<file path="src/rtl/alu_pkg.sv">
// alu_pkg: shared opcode, instruction-field and FSM-state definitions for the ALU and its control stage.
package alu_pkg;
   typedef enum logic [3:0] {
      OP_ADD  = 4'd0,
      OP_SUB  = 4'd1,
      OP_OR   = 4'd2,
      OP_AND  = 4'd3,
      OP_XOR  = 4'd4,
      OP_NOT  = 4'd5,
      OP_LD   = 4'd6,
      OP_ST   = 4'd7,
      OP_CLC  = 4'd8,
      OP_HALT = 4'd9,
      OP_NOP  = 4'd15
   } op_t;
   typedef enum logic [1:0] {IDLE, EXEC, HALT} state_t;
   localparam int OP_LO   = 12;
   localparam int IMM_BIT = 11;
   localparam int IDX_LO  = 8;
   localparam int IMM_LO  = 0;
endpackage

</file>
<file path="src/rtl/alu_acc_regfile.sv">
// alu_acc_regfile: NREG x 8 general registers, one synchronous write port, one asynchronous read port.
module alu_acc_regfile #(
   parameter int NREG = 8,
   localparam int IDX_W = $clog2(NREG)
) (
   input  logic             clk,
   input  logic             rst,
   input  logic             we,
   input  logic [IDX_W-1:0] waddr,
   input  logic [7:0]       wdata,
   input  logic [IDX_W-1:0] raddr,
   output logic [7:0]       rdata
);
   logic [7:0] mem [NREG];
   always_ff @(posedge clk)
      if (rst) for (int i = 0; i < NREG; i++) mem[i] <= '0;
      else if (we) mem[waddr] <= wdata;
   assign rdata = mem[raddr];
endmodule

</file>
<file path="src/rtl/alu_acc_ctrl.sv">
// alu_acc_ctrl: instruction handshake, accumulator/carry/register state and ALU drive for the external 8-bit ALU.
// Defining ALU_ACC_ZERO_FLAG_EN adds the OUT_Z zero flag, updated on ALU-op commits only.
module alu_acc_ctrl
   import alu_pkg::*;
#(
   parameter int NREG = 8
) (
   input  logic        CLK,
   input  logic        RST,
   input  logic [15:0] IN_INSTR,
   input  logic        IN_VALID,
   output logic        OUT_READY,
   output logic [7:0]  OUT_ALU_A,
   output logic [7:0]  OUT_ALU_R,
   output logic [3:0]  OUT_ALU_OP,
   output logic        OUT_ALU_CY,
   input  logic [7:0]  IN_ALU_A,
   input  logic        IN_ALU_CY,
   output logic [7:0]  OUT_ACC,
   output logic        OUT_CY,
   output logic        OUT_DONE,
   output logic        OUT_HALT,
   output logic        OUT_ERR
`ifdef ALU_ACC_ZERO_FLAG_EN
   ,
   output logic        OUT_Z
`endif
);
   localparam int IDX_W = $clog2(NREG);
   state_t state, next;
   logic [15:0] ir;
   logic [7:0] acc, rdata;
   logic cy, done, err;
   logic [3:0] op;
   logic [IDX_W-1:0] idx;
   logic exec, alu_op, illegal;
   assign op      = ir[OP_LO +: 4];
   assign idx     = ir[IDX_LO +: IDX_W];
   assign exec    = state == EXEC;
   assign alu_op  = op <= OP_LD;
   assign illegal = op > OP_HALT && op != OP_NOP;
   always_comb begin
      next = state;
      next = (state == IDLE && IN_VALID) ? EXEC :
             (state == EXEC) ? (op == OP_HALT ? HALT : IDLE) : state;
   end
   always_ff @(posedge CLK) begin
      if (RST) begin
         state <= IDLE;
         ir    <= '0;
         acc   <= '0;
         cy    <= 1'b0;
         done  <= 1'b0;
         err   <= 1'b0;
      end else begin
         state <= next;
         done  <= exec;
         if (state == IDLE && IN_VALID) ir <= IN_INSTR;
         if (exec && alu_op) begin
            acc <= IN_ALU_A;
            cy  <= IN_ALU_CY;
         end
         if (exec && op == OP_CLC) cy <= 1'b0;
         if (exec && illegal) err <= 1'b1;
      end
   end
`ifdef ALU_ACC_ZERO_FLAG_EN
   logic z;
   always_ff @(posedge CLK)
      if (RST) z <= 1'b0;
      else if (exec && alu_op) z <= IN_ALU_A == 8'h00;
   assign OUT_Z = z;
`endif
   alu_acc_regfile #(.NREG(NREG)) u_rf (
      .clk   (CLK),
      .rst   (RST),
      .we    (exec && op == OP_ST),
      .waddr (idx),
      .wdata (acc),
      .raddr (idx),
      .rdata (rdata)
   );
   assign OUT_READY  = state == IDLE;
   assign OUT_HALT   = state == HALT;
   assign OUT_ALU_A  = acc;
   assign OUT_ALU_R  = ir[IMM_BIT] ? ir[IMM_LO +: 8] : rdata;
   assign OUT_ALU_OP = alu_op ? op : OP_LD;
   assign OUT_ALU_CY = cy;
   assign OUT_ACC    = acc;
   assign OUT_CY     = cy;
   assign OUT_DONE   = done;
   assign OUT_ERR    = err;
endmodule

</file>
<file path="config.mk">
export PLATFORM = sky130hd
export DESIGN_NAME = alu_acc_ctrl
export DESIGN_NICKNAME = d
export VERILOG_FILES = /design/src/rtl/alu_pkg.sv /design/src/rtl/alu_acc_regfile.sv /design/src/rtl/alu_acc_ctrl.sv
export SDC_FILE = /design/constraint.sdc
export NUM_CORES = 1
export LEC_CHECK = 0
export ABC_AREA = 1
export ABC_CLOCK_PERIOD_IN_PS = 1420
export BUFFER_PORTS_ARGS = -buffer_cell sky130_fd_sc_hd__buf_2
export CAP_MARGIN = 20
export CORE_MARGIN = 1
export CORE_UTILIZATION = 42
export CTS_CLUSTER_DIAMETER = 40
export CTS_CLUSTER_SIZE = 8
export DETAILED_ROUTE_END_ITERATION = 10
export PLACE_DENSITY = 0.74
export SYNTH_ARGS = -nofsm -noshare
export SYNTH_HDL_FRONTEND = slang
export SYNTH_SLANG_ARGS = --single-unit
</file>
<file path="constraint.sdc">
create_clock -name CLK -period 1.42 [get_ports CLK]
set_input_delay 0 -clock CLK [delete_from_list [all_inputs] [get_ports CLK]]
set_output_delay 0 -clock CLK [all_outputs]
set_load 0.02 [all_outputs]
</file>
Word level (Yosys, flattened, before mapping)
Memories as Yosys holds them, arrays and structs flattened. A register that Yosys moved wholly into a read port is not among the register bits.
Cells that the tools add are included.
{ "word_totals": {"ff_bits": 29, "word_cells": 42, "input_bits": 28, "mem_bits_rw": 64, "memories": 1, "out_inout_bits": 34} }
{ "op_classes": {"magnitude_cmp": 2, "mux": 15, "eq_ne": 6, "n_reduce_logical": 11} }
{ "mem_list": {"columns": ["name", "words", "word_bits", "rd", "rd_clocked_by_memory_dff", "write_ports", "line", "rtl"], "rows": [
  ["u_rf.mem", 8, 8, 1, 1, 8, "alu_acc_regfile.sv:14", "logic [7:0] mem [NREG];"]
]} }
{ "op_table": {"columns": ["op", "n"], "rows": [
  ["two-way mux 8 bit", 2],
  ["two-way mux 3 bit", 3],
  ["equality test 4 bit (second input constant)", 2],
  ["two-way mux 1 bit", 8],
  ["OR reduction 8 bit", 1],
  ["logical AND 1 bit", 6],
  ["equality test 4 x 3 -> 1 bit (second input constant)", 1],
  ["> comparator 4 bit (second input constant)", 1],
  ["less-or-equal comparator 4 x 3 -> 1 bit (second input constant)", 1],
  ["two-way mux 4 bit", 1],
  ["!= test 4 bit (second input constant)", 1],
  ["OR reduction 2 bit", 2],
  ["equality test 2 x 1 -> 1 bit (second input constant)", 1],
  ["equality test 2 bit (second input constant)", 1],
  ["zero test 2 bit", 1],
  ["two-way mux 2 bit", 1],
  ["nonzero test 2 bit", 1]
]} }

Longest topological paths before layout
Gate-level depths: netlist (run 1).
{ "logic_depth": {"word_depth": 7, "mapped_depth": 9, "mapped_depth_nobuf": 7} }

Hierarchy
Synthesis (run 1) repeated with hierarchy kept, for this count alone.
{ "unflattened": {"cells_unflattened": 548, "hier_area_um2": 4580.6} }
{ "modules_own_cells": {"columns": ["module", "area_each_um2", "cells_each", "instances", "seq_area_each_um2"], "rows": [
  ["alu_acc_regfile", 3246.9, 378, 1, 1921.8],
  ["alu_acc_ctrl", 1333.8, 170, 1, 580.6]
]} }

Worst setup path after synthesis (run 1)
OpenSTA, ideal clock, no wires.
{ "synth_timing": {"path_kind": "register -> register", "start": "register ir[12]", "end": "memory u_rf.mem[2][0] (enable)", "setup_slack_ps": -91, "synth_period_minus_slack_ps": 1511, "required_ps": 1091, "setup_ps": 329, "path_buffers": 0, "path_stages_with_launch": 7, "arrival_time_ps": 1182, "cell_sequence": "dfxtp_1 > nand3_2 > nor2_1 > nand2_4 > nor2_8 > nand2_4 > nand2_1"} }
{ "synth_lines": {"columns": ["element", "line", "rtl"], "rows": [
  ["start: declaration", "alu_acc_ctrl.sv:31", "logic [15:0] ir;"],
  ["start signal: assignment", "alu_acc_ctrl.sv:50", "ir <= '0;"],
  ["start signal: assignment", "alu_acc_ctrl.sv:58", "if (state == IDLE && IN_VALID) ir <= IN_INSTR;"],
  ["end: declaration", "alu_acc_regfile.sv:14", null]
]} }

==> summary.md, run 1 <==
| Metric | Value |
|---|---|
| Status | complete, but fails checks |
| Failing checks | setup timing |
| Num ports | 62 |
| Min Clock Period, post-route | 1.638 ns |
| Static Leak | 2.711 nW |
| Initial core utilization | 0.4308 |
| Synth Area in XOR/XNOR | 0 |
| H-tree depth | 3 |
| Asr flop ratio synth | 0 |
| N_diodes | 0 |
| CTS buffer count | 9 |
| F_max | 610.5 MHz |
| GPL Wtd Cong | 0.8860 |
| DR vias | 3896 |
| Worst Max-Slew Pin Slew | 0.7516 ns |
| Clock Pin Slew Worst Setup and Hold Paths | 0.10 ns |
| PnR worst setup slack | -0.2181 ns |
| DRC | 0 |
| Worst Path Arrival | 1.64 ns |
| Post-Syn Area | 4428 um2 |
| Post-synthesis compound-gate area fraction | 0.04323 |
| Comb power frac | 0.206 |
| Starting DRT DRC Count | 380 |
| Detailed placement HPWL | 7337 um |
| Filler cells | 808 |
| Clock latency on the worst-skew pair | 0.36 ns |
| Worst Skew | 0.01316 ns |
| Top cell type's share of synthesized area | 0.4340 |
| Max-slew headroom | 0.4984 |
| GR Util All Layers | 0.2048 |
| Top-count cell post-synth | nand2_1 |
| P_int | 4.242 mW |
| Endpoints failing hold | 0 |
| Avg WL per Cell | 15.99 um |
| Rows | 37 |
| Number of detailed-route iterations in the first pass | 5 |
| Max-Cap Viols | 0 |
| Pin count of the biggest net entering global routing | 33 |
| Pwr/cell area | 1020 nW/um2 |
| Setup CP Type | flip-flop to output pin |
| Main flop type after synthesis | edfxtp_1 |
| Combinational family with the most area after synthesis | simple AND/OR/NAND/NOR gates |
| Max-slew violation count | 0 |
| Clock buffer depth | 2 |
| Simple-gate share of the synthesized area | 0.2803 |
| Synth Instances | 518 |
| Clk network pwr share | 0.274 |
| CP Max Fanout | 6 |
| Vias in the first global route | 3616 |
| Num Clock Sinks | 96 |
| Synth area leader | edfxtp_1 |
| Adder-Cell Fraction of Synth Area | 0 |
| Post-synth EDFFs | 64 |
| Flop and latch count out of synthesis | 96 |
| Sw frac | 0.3071 |
| Multiplexer share of the synthesized area | 0 |
| Congestion Overflow GR | 0 |
| Die Area | 10960 um2 |
| Area Overhead vs Synth | 35.49% |
| Worst min path class | input pin to flip-flop |
| Post-Syn Area per Cell | 8.548 um2 |
| Crit start category | flip-flop |
| Share of cells above drive strength 1 | 0.3291 |
| Worst path required time | 1.42 ns |
| Area contributors post-synth | edfxtp_1 (43%), dfxtp_1 (14%), nand2_1 (9.5%), nor2_1 (8.9%), inv_1 (5.8%) |
| Layout Utilization | 0.5838 |
| Sw power | 1.880 mW |
| Vias/cell | 5.093 |
| VDD IR max | 0.6022 mV |
| Register share of total power | 0.520 |
| CTS tree | yes |
| Synth top cells by count | nand2_1 (112), nor2_1 (105), inv_1 (69) |
| DRT antenna net count | 0 |
| Final wirelength | 12230 um |
| Synth warn | 0 |
| Cell variety after synth | 24 |
| Syn Nets | 546 |
| PortBufs | 60 |
| Part of the Yosys area used for sequential elements | 0.5787 |
| Final #Nets | 652 |
| Root Buffer Master | clkbuf_8 |
| Final setup viols | 8 |
| Core area | 10280 um2 |
| First-pass GRT wire length | 17200 um |
| Chip height | 104.7 um |
| Crit share post-route | 1.154 |
| Die X | 104.7 um |
| DP Area | 4977 um2 |
| Initial antenna violation count | 0 |
| RSZ-0062 raised after global routing | yes |
| Fin area | 6000 um2 |
| Worst setup EP type | output pin |
[worst max-delay path, stage by stage, from the launching register on]
cell	delay [ns]
dfxtp_4	0.39
buf_4	0.15
buf_12	0.13
nand2_2	0.05
nand2_1	0.05
nand2_1	0.09
nand3_2	0.09
nand3_2	0.10
nand2_2	0.08
buf_6	0.13
[routing by layer]
metal | up-vias | global-route usage | routed length, um
met5 | - | 0 | 0
met4 | 0 | 0.09859 | 316
met3 | 28 | 0.03930 | 1002
met2 | 214 | 0.3538 | 6314
met1 | 1814 | 0.2447 | 4599
li1 | 1840 | - | -
[layout by cell type, fill, tap and decap left out, drive strengths merged]
| master | Yosys | layout |
|---|---|---|
| conb | 1 | 1 |
| nand3 | 50 | 50 |
| clkbuf | 6 | 12 |
| nor2 | 109 | 109 |
| a31oi | 1 | 1 |
| nand2 | 122 | 122 |
| buf | 21 | 92 |
| inv | 73 | 79 |
| dlygate4sd3 | 0 | 25 |
| dfxtp | 32 | 32 |
| o21ai | 25 | 25 |
| clkinv | 1 | 4 |
| edfxtp | 64 | 64 |
| a21oi | 12 | 12 |
| nand4 | 1 | 1 |
[stage by stage]
| step | total power [mW] | hold WS, ns | instances | setup WS, ns | setup TNS (ns) |
|---|---|---|---|---|---|
| detailed placement | 4.140 | 0.2255 | 714 | -0.1087 | -2.679 |
| global placement | 4.123 | 0.2201 | 714 | -0.07044 | -0.9078 |
| global route | 6.338 | 0.04763 | 765 | -0.2826 | -2.994 |
| finish | 6.122 | 0.004822 | 765 | -0.2181 | -1.603 |
| CTS | 5.823 | 0.01199 | 754 | -0.1534 | -1.151 |
| floorplan | 3.820 | 0.06907 | 518 | -0.08367 | -1.677 |
[path summary, 6_finish.rpt]
kind                start              to  slack, ns  cells past startpoint
min reg2reg    OUT_ALU_CY      OUT_ALU_CY       0.48                      2
min          IN_INSTR[10]       flip-flop      0.005                      3
max reg2reg      state[1]  u_rf.mem[0][6]       0.01                      8
max             flip-flop    OUT_ALU_R[4]      -0.22                      9
[final cells by class]
class | count | area, um2 | share of cell area
clock buffers | 10 | 127.6 | 0.02127
flip-flops and latches | 96 | 2571 | 0.4286
multi-input cells | 321 | 1813 | 0.3022
well taps | 136 | 170.2 | 0.02836
clock inverters | 6 | 47.55 | 0.007925
repair buffers | 119 | 945.9 | 0.1577
inverters | 74 | 290.3 | 0.04838
repair inverters | 3 | 33.78 | 0.005631
[registers in the layout, summed over array words and instances (netlist names), named ones only]
signal      flops
state           2
OUT_ERR         1
ir             16
u_rf.mem       64
OUT_DONE        1
OUT_ALU_CY      1
OUT_ACC         8
[power groups by stage]
stage | Combinational [mW] | Clock (mW) | Sequential [mW]
2_1_floorplan | 0.583 | 0 | 3.24
3_3_place_gp | 0.897 | 0 | 3.23
3_5_place_dp | 0.909 | 0 | 3.23
4_1_cts | 0.995 | 1.65 | 3.17
5_1_grt | 1.34 | 1.80 | 3.20
6_report | 1.26 | 1.68 | 3.18
[cell families (layout without fill, tap and decap cells)]
family          count (synthesis)  count (layout)
other cells                     1               1
simple gates                  282             282
compound gates                 38              38
buf+inv                       101             212
flops                          96              96
[timing repair]
| item | 4_1_cts | 5_1_grt |
|---|---|---|
| setup endpoints to repair | 73 | 134 |
| hold buffers | 25 | 0 |
| gates resized for setup | 29 | 102 |
| endpoints found under the hold margin | 30 | 0 |
| setup buffers | 0 | 6 |
| pin swaps | 3 | 23 |
| cloned | 0 | 6 |
Power figures use the tool's default switching activity.
==> inputs of run 2 (changes only) <==
--- a/config.mk
+++ b/config.mk
@@ -6,7 +6,7 @@
 export NUM_CORES = 1
 export LEC_CHECK = 0
 export ABC_AREA = 1
-export ABC_CLOCK_PERIOD_IN_PS = 1420
+export ABC_CLOCK_PERIOD_IN_PS = 1830
 export BUFFER_PORTS_ARGS = -buffer_cell sky130_fd_sc_hd__buf_2
 export CAP_MARGIN = 20
 export CORE_MARGIN = 1
@@ -14,7 +14,7 @@
 export CTS_CLUSTER_DIAMETER = 40
 export CTS_CLUSTER_SIZE = 8
 export DETAILED_ROUTE_END_ITERATION = 10
-export PLACE_DENSITY = 0.74
+export PLACE_DENSITY = 0.71
 export SYNTH_ARGS = -nofsm -noshare
 export SYNTH_HDL_FRONTEND = slang
 export SYNTH_SLANG_ARGS = --single-unit
==> constraint.sdc (replaced) <==
create_clock -name CLK -period 1.83 [get_ports CLK]
set_input_delay 0 -clock CLK [delete_from_list [all_inputs] [get_ports CLK]]
set_output_delay 0 -clock CLK [all_outputs]
set_load 0.02 [all_outputs]
==> summary.md, run 2 (same netlist as run 1, synthesis figures left out) <==
| Metric | Value |
|---|---|
| Number of detailed-route iterations in the first pass | 8 (+3) |
| Die Area | 10960 um2 (unchanged) |
| Initial core utilization | 0.4308 (unchanged) |
| Most frequent cells in the layout | nand2_1 (110), nor2_1 (105), inv_1 (69) |
| Comb power frac | 0.158 (-0.048) |
| Most common cell after layout, fill and taps aside | nand2_1 |
| Endpoints failing hold | 0 (unchanged) |
| Detailed placement HPWL | 7375 um (+0.52%) |
| First-pass GRT wire length | 16480 um (-4.2%) |
| Area Overhead vs Synth | 17.89% |
| CTS buffer count | 9 (unchanged) |
| Worst Path Arrival | 1.77 ns (+0.13 ns) |
| Initial antenna violation count | 0 (unchanged) |
| Sw power | 1.292 mW (-31%) |
| Top reg by flops | u_rf.mem |
| RSZ-0062 raised after global routing | no |
| Share of cells above drive strength 1 | 0.1728 (-0.1563) |
| Register area | 2565 um2 (-0.24%) |
| Num ports | 62 (unchanged) |
| Vias in the first global route | 3391 (-6.2%) |
| Setup CP Type | flip-flop to flip-flop |
| Total design power | 4.503 mW (-26%) |
| Final setup viols | 0 (-8) |
| Die X | 104.7 um (unchanged) |
| Register share of total power | 0.549 (+0.029) |
| DR vias | 3587 (-7.9%) |
| Crit Reg-Reg Startpoint | ir[12] |
| PortBufs | 60 (unchanged) |
| Pin count of the biggest net entering global routing | 33 (unchanged) |
| Crit start category | flip-flop |
| GPL Wtd Cong | 0.9454 (+6.7%) |
| Chip height | 104.7 um (unchanged) |
| P_int | 3.211 mW (-24%) |
| Rows | 37 (unchanged) |
| Num Clock Sinks | 96 (unchanged) |
| Layout Utilization | 0.5079 (-0.07585) |
| Vias/cell | 4.900 (-3.8%) |
| Clk network pwr share | 0.293 (+0.019) |
| Core area | 10280 um2 (unchanged) |
| HP Start | IN_INSTR[8] |
| Final #Nets | 619 (-5.1%) |
| Avg WL per Cell | 14.43 um (-9.7%) |
| WHS | 0.03238 ns (+0.02756 ns) |
| Critical path launch point | ir[12] |
| H-tree depth | 3 (unchanged) |
| DRT antenna net count | 0 (unchanged) |
| Starting DRT DRC Count | 307 (-19%) |
| Worst min path class | input pin to flip-flop |
| Filler cells | 965 (+19%) |
| Worst Max-Slew Pin Slew | 0.6452 ns (-0.1064 ns) |
| Worst path required time | 1.88 ns (+0.46 ns) |
| Max-Cap Viols | 0 (unchanged) |
| Sw frac | 0.2869 (-0.02021) |
| R2R setup slack | 0.11 ns (+0.10 ns) |
| F_max | 580.0 MHz |
| Clock Pin Slew Worst Setup and Hold Paths | 0.09 ns (about the same) |
| Min Clock Period, post-route | 1.724 ns |
| Max reg flops | 64 (unchanged) |
| Number of post-CTS setup repair buffers | 0 (unchanged) |
| Clock buffer depth | 2 (unchanged) |
| Final wirelength | 10570 um (-14%) |
| CP Max Fanout | 9 (+3) |
| Setup tns final | 0 ns (+1.603 ns) |
| Congestion Overflow GR | 0 (unchanged) |
| Multi-input gate area | 1441 um2 (-20%) |
| CTS tree | yes |
| VDD IR max | 0.3970 mV (-34%) |
| Worst Skew | 0.01424 ns (+0.001085 ns) |
| GR Util All Layers | 0.1995 (-0.005326) |
| DRC | 2 (+2) |
| Clock latency on the worst-skew pair | 0.37 ns (about the same) |
| Pwr/cell area | 862.7 nW/um2 (-15%) |
| Static Leak | 2.423 nW (-11%) |
| Failing checks | DRC |
| N_diodes | 0 (unchanged) |
| Status | complete, but fails checks |
| Root Buffer Master | clkbuf_8 |
| Worst setup EP type | flip-flop |
| Crit share post-route | 0.9422 |
| Max-slew headroom | 0.5688 (+0.07043) |
| Max-slew violation count | 0 (unchanged) |
run 2: cell types whose count changed in the layout (fill, tap and decap cells not counted), sizes merged:
cell / previous run / this run
buf: 92 / 66
inv: 79 / 74
dlygate4sd3: 25 / 23
clkinv: 4 / 3
clkinvlp: 0 / 1
run 2: through the flow:
step | cells | setup WS, ns | instance area [um2]
final | 732 | 0.1057 | 5220
after CTS | 732 | 0.02372 | 5206
after global routing | 732 | 0.01126 | 5220
after detailed placement | 693 | 0.1333 | 4792
after global placement | 693 | 0.1514 | 4792
after floorplan | 518 | 0.3195 | 4428
run 2: cell type report:
cell class              instances  share of cell area
flip-flops and latches         96              0.4914
multi-input cells             321              0.2761
repair buffers                 89              0.1110
inverters                      74             0.05369
well taps                     136             0.03260
clock buffers                  12             0.02996
clock inverters                 4            0.005273
run 2: timing repair:
item / 4_1_cts / 5_1_grt
resized for setup: 0 / 7
setup endpoints to repair: 0 / 18
hold buffers: 23 / 0
hold endpoints to repair: 26 / 0
run 2: metal layers:
metal	global-route usage	share of wire	vias to the layer above
met5	0	0	-
met4	0.1006	0.035	0
met3	0.03681	0.065	32
met2	0.3269	0.48	157
met1	0.2527	0.42	1635
li1	-	-	1763
run 2: worst paths after layout:
kind                     to  cells after the start
max          u_rf.mem[1][6]                      6
min               flip-flop                      3
max reg2reg  u_rf.mem[1][6]                      6
min reg2reg      OUT_ALU_CY                      2
run 2: power by group through the flow:
stage | Sequential (mW) | Clock [mW] | Combinational (mW)
after CTS | 2.47 | 1.32 | 0.703
after global placement | 2.52 | 0 | 0.658
after global routing | 2.49 | 1.41 | 0.774
after detailed placement | 2.52 | 0 | 0.663
after floorplan | 2.51 | 0 | 0.450
final | 2.47 | 1.32 | 0.712
run 2: critical path, cell delays in order, from the launching register on:
cell and delay (ns):
dfxtp_1 0.39, nand3_2 0.10, nor2_1 0.18, nand2_4 0.12, nor2_8 0.22, nand2_4 0.11, nand2_1 0.28
